## config.mk

```make
export PLATFORM = sky130hd
export DESIGN_NAME = alu_seq_flat
export DESIGN_NICKNAME = d
export VERILOG_FILES = /design/src/rtl/alu_seq_if.sv /design/src/rtl/alu_seq.sv /design/src/flat_wrapper.sv
export SDC_FILE = /design/constraint.sdc
export NUM_CORES = 1
export LEC_CHECK = 0
export ABC_AREA = 1
export CAP_MARGIN = 0
export CORE_MARGIN = 2
export CORE_UTILIZATION = 30
export CTS_CLUSTER_SIZE = 20
export DETAILED_ROUTE_END_ITERATION = 7
export PLACE_DENSITY = 0.45
export SYNTH_ARGS = -nofsm -noshare
export SYNTH_HDL_FRONTEND = slang
export SYNTH_SLANG_ARGS = --single-unit
```

## constraint.sdc

```tcl
create_clock -name clk -period 5.6 [get_ports clk]
set_clock_uncertainty 0.1 [all_clocks]
set_input_delay 0.84 -clock clk [delete_from_list [all_inputs] [get_ports clk]]
set_output_delay 0.84 -clock clk [all_outputs]
set_load 0.02 [all_outputs]
```

## src/rtl/alu_seq_if.sv

```systemverilog
// Operand/result bus between the register file side and the sequential ALU.
// The master drives the request and operands; the slave returns results and handshake.
interface alu_seq_if #(
    parameter int WIDTH = 4
);
    logic             start;
    logic [WIDTH-1:0] in_A;
    logic [WIDTH-1:0] in_B;
    logic [2:0]       sel_in;
    logic             carry_in;
    logic [WIDTH-1:0] out;
    logic             carry_out;
    logic             zero_out;
    logic             busy;
    logic             done;

    modport master (
        output start, in_A, in_B, sel_in, carry_in,
        input  out, carry_out, zero_out, busy, done
    );

    modport slave (
        input  start, in_A, in_B, sel_in, carry_in,
        output out, carry_out, zero_out, busy, done
    );
endinterface

```

## src/rtl/alu_seq.sv

```systemverilog
// Sequential ALU: single-cycle logic/arithmetic, bit-serial shift-left and
// shift-add multiply, with registered result/flags and start/busy/done handshake.
module alu_seq #(
    parameter int WIDTH = 4
) (
    input  logic     clk,
    input  logic     rst,
    alu_seq_if.slave bus
);
    localparam int KW = $clog2(WIDTH);
    localparam int CW = KW + 1;

    typedef enum logic [0:0] {
        IDLE = 1'b0,
        RUN  = 1'b1
    } state_t;

    state_t             state_r;
    logic               is_mul_r;
    logic [CW-1:0]      count_r;
    logic [WIDTH-1:0]   a_r;
    logic [WIDTH-1:0]   b_r;
    logic [2*WIDTH-1:0] mcand_r;
    logic [2*WIDTH-1:0] acc_r;
    logic [WIDTH-1:0]   out_r;
    logic               carry_r;
    logic               zero_r;
    logic               busy_r;
    logic               done_r;

    logic [WIDTH:0]     sum_s;
    logic [WIDTH:0]     diff_s;
    logic [WIDTH-1:0]   res_s;
    logic               res_carry_s;
    logic [KW-1:0]      k_s;
    logic [WIDTH-1:0]   shl_next_s;
    logic [2*WIDTH-1:0] mul_acc_s;

    // Single-cycle result and carry from the live bus operands.
    always_comb begin
        sum_s       = {1'b0, bus.in_A} + {1'b0, bus.in_B} + {{WIDTH{1'b0}}, bus.carry_in};
        diff_s      = {1'b0, bus.in_A} + {1'b0, ~bus.in_B} + {{WIDTH{1'b0}}, bus.carry_in};
        k_s         = bus.in_B[KW-1:0];
        res_s       = bus.in_A;
        res_carry_s = 1'b0;
        case (bus.sel_in)
            3'b000: begin
                res_s       = diff_s[WIDTH-1:0];
                res_carry_s = diff_s[WIDTH];
            end
            3'b001:  res_s = bus.in_A & bus.in_B;
            3'b010:  res_s = bus.in_A | bus.in_B;
            3'b011: begin
                res_s       = sum_s[WIDTH-1:0];
                res_carry_s = sum_s[WIDTH];
            end
            3'b100:  res_s = bus.in_A ^ bus.in_B;
            3'b101:  res_s = bus.in_A;
            3'b110:  res_s = {WIDTH{1'b0}};
            3'b111:  res_s = bus.in_A;
            default: res_s = bus.in_A;
        endcase
    end

    // One iteration of the shift and multiply datapaths on latched operands.
    always_comb begin
        shl_next_s = {a_r[WIDTH-2:0], 1'b0};
        if (b_r[0]) begin
            mul_acc_s = acc_r + mcand_r;
        end else begin
            mul_acc_s = acc_r;
        end
    end

    // Control FSM with result/flag registers; results are only written on done.
    always_ff @(posedge clk) begin
        if (rst) begin
            state_r  <= IDLE;
            is_mul_r <= 1'b0;
            count_r  <= {CW{1'b0}};
            a_r      <= {WIDTH{1'b0}};
            b_r      <= {WIDTH{1'b0}};
            mcand_r  <= {(2*WIDTH){1'b0}};
            acc_r    <= {(2*WIDTH){1'b0}};
            out_r    <= {WIDTH{1'b0}};
            carry_r  <= 1'b0;
            zero_r   <= 1'b0;
            busy_r   <= 1'b0;
            done_r   <= 1'b0;
        end else begin
            done_r <= 1'b0;
            case (state_r)
                IDLE: begin
                    if (bus.start) begin
                        if (bus.sel_in == 3'b101 && k_s != {KW{1'b0}}) begin
                            a_r      <= bus.in_A;
                            count_r  <= {1'b0, k_s};
                            is_mul_r <= 1'b0;
                            busy_r   <= 1'b1;
                            state_r  <= RUN;
                        end else if (bus.sel_in == 3'b110) begin
                            mcand_r  <= {{WIDTH{1'b0}}, bus.in_A};
                            b_r      <= bus.in_B;
                            acc_r    <= {(2*WIDTH){1'b0}};
                            count_r  <= CW'(WIDTH);
                            is_mul_r <= 1'b1;
                            busy_r   <= 1'b1;
                            state_r  <= RUN;
                        end else begin
                            out_r   <= res_s;
                            carry_r <= res_carry_s;
                            zero_r  <= (res_s == {WIDTH{1'b0}});
                            done_r  <= 1'b1;
                        end
                    end
                end
                RUN: begin
                    count_r <= count_r - CW'(1);
                    if (is_mul_r) begin
                        acc_r   <= mul_acc_s;
                        mcand_r <= {mcand_r[2*WIDTH-2:0], 1'b0};
                        b_r     <= {1'b0, b_r[WIDTH-1:1]};
                    end else begin
                        a_r <= shl_next_s;
                    end
                    if (count_r == CW'(1)) begin
                        if (is_mul_r) begin
                            out_r   <= mul_acc_s[WIDTH-1:0];
                            carry_r <= |mul_acc_s[2*WIDTH-1:WIDTH];
                            zero_r  <= (mul_acc_s[WIDTH-1:0] == {WIDTH{1'b0}});
                        end else begin
                            out_r   <= shl_next_s;
                            carry_r <= a_r[WIDTH-1];
                            zero_r  <= (shl_next_s == {WIDTH{1'b0}});
                        end
                        done_r  <= 1'b1;
                        busy_r  <= 1'b0;
                        state_r <= IDLE;
                    end
                end
                default: begin
                    state_r <= IDLE;
                    busy_r  <= 1'b0;
                end
            endcase
        end
    end

    assign bus.out       = out_r;
    assign bus.carry_out = carry_r;
    assign bus.zero_out  = zero_r;
    assign bus.busy      = busy_r;
    assign bus.done      = done_r;
endmodule

```

## src/flat_wrapper.sv

```systemverilog
// flat-port wrapper written by rule: the top's interface ports become plain ports
module alu_seq_flat 
#(
    parameter int WIDTH = 4
)
  (clk, rst, bus_start, bus_in_A, bus_in_B, bus_sel_in, bus_carry_in, bus_out, bus_carry_out, bus_zero_out, bus_busy, bus_done);
  alu_seq_if #(.WIDTH(WIDTH)) bus_i ();
  input  logic clk;
  input  logic rst;
  input wire logic [$bits(bus_i.start)-1:0] bus_start;
  input wire logic [$bits(bus_i.in_A)-1:0] bus_in_A;
  input wire logic [$bits(bus_i.in_B)-1:0] bus_in_B;
  input wire logic [$bits(bus_i.sel_in)-1:0] bus_sel_in;
  input wire logic [$bits(bus_i.carry_in)-1:0] bus_carry_in;
  output wire logic [$bits(bus_i.out)-1:0] bus_out;
  output wire logic [$bits(bus_i.carry_out)-1:0] bus_carry_out;
  output wire logic [$bits(bus_i.zero_out)-1:0] bus_zero_out;
  output wire logic [$bits(bus_i.busy)-1:0] bus_busy;
  output wire logic [$bits(bus_i.done)-1:0] bus_done;
  assign bus_i.start = bus_start;
  assign bus_i.in_A = bus_in_A;
  assign bus_i.in_B = bus_in_B;
  assign bus_i.sel_in = bus_sel_in;
  assign bus_i.carry_in = bus_carry_in;
  assign bus_out = bus_i.out;
  assign bus_carry_out = bus_i.carry_out;
  assign bus_zero_out = bus_i.zero_out;
  assign bus_busy = bus_i.busy;
  assign bus_done = bus_i.done;
  alu_seq #(.WIDTH(WIDTH)) u_core (.clk(clk), .rst(rst), .bus(bus_i));
endmodule
```

**Word-level counts from Yosys, hierarchy flattened**

Index checks and enable logic that the tools add are counted.

- Flip-flop bits (word level): 37

- Add/subtract/negate cells: 6
- Equality and inequality tests: 17
- Muxes and demuxes: 60
- Bitwise operators: 5
- Reductions and logical operators: 15

Operators by type and width:

| kind | count |
|---|---|
| $mux 8 | 9 |
| $mux 4 | 12 |
| $pmux 8 s2 | 2 |
| $pmux 4 s7 | 1 |
| $pmux 4 s2 | 3 |
| $mux 1 | 23 |
| $eq 3x3->1 const B | 4 |
| $logic_not 4->1 | 3 |
| $ne 2x2->1 const B | 6 |
| $pmux 1 s2 | 6 |
| $add 4x4->5 | 2 |
| $add 5x1->5 | 2 |
| $mux 3 | 3 |
| $reduce_and 3->1 | 3 |
| $add 8x8->8 | 1 |
| $reduce_and 4->1 | 2 |
| $eq 3x1->1 const B | 2 |
| $eq 3x2->1 const B | 2 |
| $pmux 3 s2 | 1 |
| $and 4x4->4 | 1 |
| $ne 2x1->1 const B | 2 |
| $not 4->4 | 1 |
| $or 4x4->4 | 1 |
| $reduce_bool 2->1 | 2 |
| other kinds (9) | 9 |

**Depth between registers and ports, before layout**

- Depth after elaboration: 9
- Depth in mapped cells: 15
- Depth with buffers taken out: 15

**Worst setup path before layout**

Ideal clock, no wire load.

- Path type: input to register
- Start point: in bus_carry_in
- End point: reg u_core.zero_r, in the netlist u_core.bus.zero_out
- Arrival: 2.326 ns
- Path slack: 3.104 ns
- Stages: 11
- Buffers on the path: 0
- Cells stage by stage: fa_1 -> fa_1 -> nand4_1 -> o21ai_1 -> nor2_1 -> nand2_1 -> nand2_1 -> nand2_1 -> nor2_1 -> nand3_1 -> a21oi_1

- Longest elaborated chain between the ends: 7
- Elaborated cells between the ends (all ways): 8
- Classes of those cells: add/sub (2); mux (5); reduce/logical (1)

RTL lines:

| item | RTL line | RTL |
|---|---|---|
| start, declared | flat_wrapper.sv:14 | `input wire logic [$bits(bus_i.carry_in)-1:0] bus_carry_in;` |
| $add 5x1->5, on equally long branches | alu_seq.sv:41, alu_seq.sv:42 |  |
| $pmux 4 s7 (*) | alu_seq.sv:46 | `case (bus.sel_in)` |
| $logic_not 4->1 (*) | alu_seq.sv:112 | `zero_r <= (res_s == {WIDTH{1'b0}});` |
| $mux 1 (*) | alu_seq.sv:101 | `end else if (bus.sel_in == 3'b110) begin` |
| $mux 1 (*) | alu_seq.sv:95 | `if (bus.sel_in == 3'b101 && k_s != {KW{1'b0}}) begin` |
| $mux 1 (*) | alu_seq.sv:94 | `if (bus.start) begin` |
| $pmux 1 s2 (*) | alu_seq.sv:92 | `case (state_r)` |
| end signal, assigned | alu_seq.sv:112 |  |
| end signal, assigned | alu_seq.sv:130 | `zero_r <= (mul_acc_s[WIDTH-1:0] == {WIDTH{1'b0}});` |
| end signal, assigned | alu_seq.sv:134 | `zero_r <= (shl_next_s == {WIDTH{1'b0}});` |
| end, declared | alu_seq.sv:27 | `logic zero_r;` |

Mark *: on every way between the ends. The rest lies on a longest branch, timed or not. The select of a mux whose other input is x is not followed.
A chain may end at the register's enable or synchronous reset.

**Worst setup path after layout**

- Start point: in bus_sel_in[0]
- End point: reg u_core.mcand_r[2]

- Longest elaborated chain between the ends: 4
- Elaborated cells between the ends (all ways): 6
- Classes of those cells: eq/ne (4); reduce/logical (2)

RTL lines:

| item | RTL line | RTL |
|---|---|---|
| start, declared | flat_wrapper.sv:13 | `input wire logic [$bits(bus_i.sel_in)-1:0] bus_sel_in;` |
| $eq 3x3->1 | alu_seq.sv:95 |  |
| $logic_and 1x1->1 | alu_seq.sv:95 |  |
| $ne 2x2->1 (no line) | -- |  |
| $reduce_and 4->1 (no line) (*) | -- |  |
| end signal, assigned | alu_seq.sv:83 | `mcand_r <= {(2*WIDTH){1'b0}};` |
| end signal, assigned | alu_seq.sv:102 | `mcand_r <= {{WIDTH{1'b0}}, bus.in_A};` |
| end signal, assigned | alu_seq.sv:121 | `mcand_r <= {mcand_r[2*WIDTH-2:0], 1'b0};` |
| end, declared | alu_seq.sv:23 | `logic [2*WIDTH-1:0] mcand_r;` |

Mark *: on every way between the ends. The rest lies on a longest branch, timed or not.

==> flow_summary.json <==
{
  "p_clk_share_pct": 29.2,
  "synth_cells": 412,
  "p_leak_nw": 1.38,
  "htreeDepth": 2,
  "final_area_um2": 3070,
  "setup_viol": 0,
  "setup_tns_ns": 0,
  "synthToLayoutAreaGrowth_pct": 13.1,
  "syn-cell-area_um2": 2720,
  "drive_gt1_share_pct": 6.56,
  "power_density_nw_per_um2": 210,
  "nNetsFinal": 467,
  "wl_mm": 7.51,
  "clkLatencyLatePin_ns": 0.29,
  "period_share_pct": 51.9,
  "syn_avg_cell_area_um2": 6.59,
  "drt_iter0_drc": 109,
  "gp_congestion": 0.837,
  "antenna_found_initial": 0,
  "firstDrtPassIters": 4,
  "yosysTopAreaCell": "dfxtp_1",
  "synth_ff_type": "dfxtp_1",
  "async_reset_ff_share_pct": 0,
  "swShare_pct": 32.4,
  "clk_pin_slew_worst_paths_ns": 0.07,
  "synth-edff-count": 0,
  "cts_resized": 0,
  "cts_hold_buf": 0,
  "vias_per_cell": 5.00,
  "ys_seq_area_share_pct": 27.3,
  "period_minus_slack_ns": 2.91,
  "cts.sinks": 37,
  "numPortBuffers": 22,
  "maxSlewHeadroom_pct": 51.8,
  "grt_usage_pct": 15.9,
  "outcome": "finished clean",
  "worstPathRequired_ns": 5.67,
  "use_met2_pct": 25.4,
  "max_freq_mhz": 344,
  "met3_usage_pct": 3.30,
  "use_met1_pct": 22.5,
  "fp-row-count": 34,
  "maxCapViolCount": 0,
  "grt_pass1_wl_mm": 12.6,
  "cp-start-kind": "input pin",
  "ys_seq_elements": 37,
  "io_pins": 23,
  "drc_errors": 0,
  "postLayoutCoreUtil_pct": 35.1,
  "critPathKind": "input pin to flip-flop",
  "p_sw_uw": 209,
  "synth.top_cell.area_share_pct": 27.3,
  "yosysWarnings": 0,
  "ir_drop_uv": 106,
  "placed_area_um2": 2990,
  "root_buffer": "clkbuf_8",
  "p_comb_share_pct": 25.1,
  "synth_area_leaders": "dfxtp_1, nand2_1, ha_1",
  "post_cts_buffers": 0,
  "fp.coreArea_um2": 8760,
  "holdCritPathClass": "flip-flop to flip-flop",
  "slew_viol_final": 0,
  "synth_nets": 452,
  "post-place-ws_ns": 2.38,
  "p_int_uw": 437,
  "synthTopCellsByCount": "nand2_1, inv_1, a21oi_1",
  "hpwlAfterDp_mm": 5.85,
  "antenna_left": 0,
  "cp-end-kind": "flip-flop",
  "grt-ovfl-total": 0,
  "ys_types": 38,
  "cp.arrival_ns": 2.97,
  "diodes": 0,
  "die_x_um": 99.2,
  "die_area_um2": 9830,
  "start_util_pct": 31.0,
  "tightest_slew_ns": 0.723,
  "fill_cells": 953,
  "p_seq_share_pct": 45.7,
  "vias": 2675,
  "cp_max_fo": 15,
  "hold_violations": 0,
  "p_total_uw": 645,
  "rsz0062_at_grt": "false",
  "grt_pass1_vias": 2567,
  "grt_start_max_net_pins": 22,
  "clk_path_buf_depth": 2,
  "cts_buffers": 5,
  "postLayoutSetupSlackWorst_ns": 2.69,
  "grt-busiest-layer": "met2",
  "die_h_um": 99.2,
  "wl_per_cell_um": 14.0,
  "yosysMostFrequentCell": "nand2_1",
  "tritoncts": "built"
}
==> worst paths after layout <==
check	from	to	slack, ns	cells past startpoint
hold reg to reg	u_core.a_r[3]$_SDFFE_PP0P_	u_core.a_r[3]$_SDFFE_PP0P_	0.36	2
hold / removal	u_core.a_r[3]$_SDFFE_PP0P_	u_core.a_r[3]$_SDFFE_PP0P_	0.36	2
setup reg to reg	u_core.state_r$_SDFF_PP0_	u_core.mcand_r[2]$_SDFFE_PP0P_	3.16	8
setup / recovery	bus_sel_in[0]	u_core.mcand_r[2]$_SDFFE_PP0P_	2.69	8
==> state kept, by name (all words and copies together) (netlist names) <==
name and count:
u_core.acc_r 8, u_core.bus.busy 1, u_core.mcand_r 8, u_core.bus.carry_out 1, u_core.bus.done 1, u_core.bus.out 4
u_core.state_r 1, u_core.bus.zero_out 1, u_core.a_r 4, u_core.is_mul_r 1, u_core.b_r 4, u_core.count_r 3
==> through the flow <==
stage,cells,hold WS (ns)
6_report,535,0.361
5_1_grt,535,0.386
2_1_floorplan,412,0.331
4_1_cts,535,0.365
3_3_place_gp,528,0.355
3_5_place_dp,528,0.355
==> cells in the final DEF (no fill, tap or decap), types with 12 or more instances in the layout <==
cell | Yosys | routed
dfxtp_1 | 37 | 37
a21oi_1 | 39 | 39
clkdlybuf4s50_1 | 0 | 22
inv_1 | 41 | 41
o21ai_1 | 12 | 12
o21ai_0 | 16 | 16
nor2_1 | 28 | 28
nand3_1 | 32 | 32
nand2_1 | 115 | 115
ha_1 | 20 | 20
==> power by group through the flow <==
stage          combinational, mW  clock (mW)  sequential, mW
4_1_cts                    0.163       0.197           0.295
5_1_grt                    0.182       0.207           0.298
3_3_place_gp               0.164           0           0.301
3_5_place_dp               0.162           0           0.301
6_report                   0.162       0.188           0.295
2_1_floorplan              0.108           0           0.299
==> cells by family after synthesis <==
| logic type | Yosys count | synth area share [%] |
|---|---|---|
| and+or+nand+nor | 195 | 30.6 |
| AOI/OAI and AO/OA | 88 | 18.2 |
| buffers and inverters | 65 | 10.4 |
| DFF | 37 | 27.3 |
| adders and majority gates | 25 | 12.9 |
| xor gates and xnor gates | 2 | 0.645 |
==> per-layer routing <==
layer  part of all wire (%)  wire length (um)  up-vias
met1                     52              3880     1239
met2                     44              3280       47
met4                   0.60                45        0
met5                      0                 0        -
li1                       -                 -     1385
met3                    4.0               301        4
==> final cells by class <==
| cell class | instances | area, um^2 | share of cell area (%) |
|---|---|---|---|
| Multi-Input combinational cell | 310 | 1690 | 55.1 |
| Sequential cell | 37 | 741 | 24.1 |
| Timing Repair Buffer | 23 | 228 | 7.41 |
| Inverter | 50 | 190 | 6.19 |
| Tap cell | 108 | 135 | 4.40 |
| Clock buffer | 7 | 86.3 | 2.81 |
==> worst max-delay path, cell delays in order <==
cell,delay [ns]
clkdlybuf4s50_1,0.78
nand3_2,0.27
a21oi_4,0.26
o21ai_2,0.10
nand2_2,0.29
inv_2,0.18
o21ai_0,0.19
a31oi_1,0.06
Note: power is estimated with default switching activity, not from simulation.
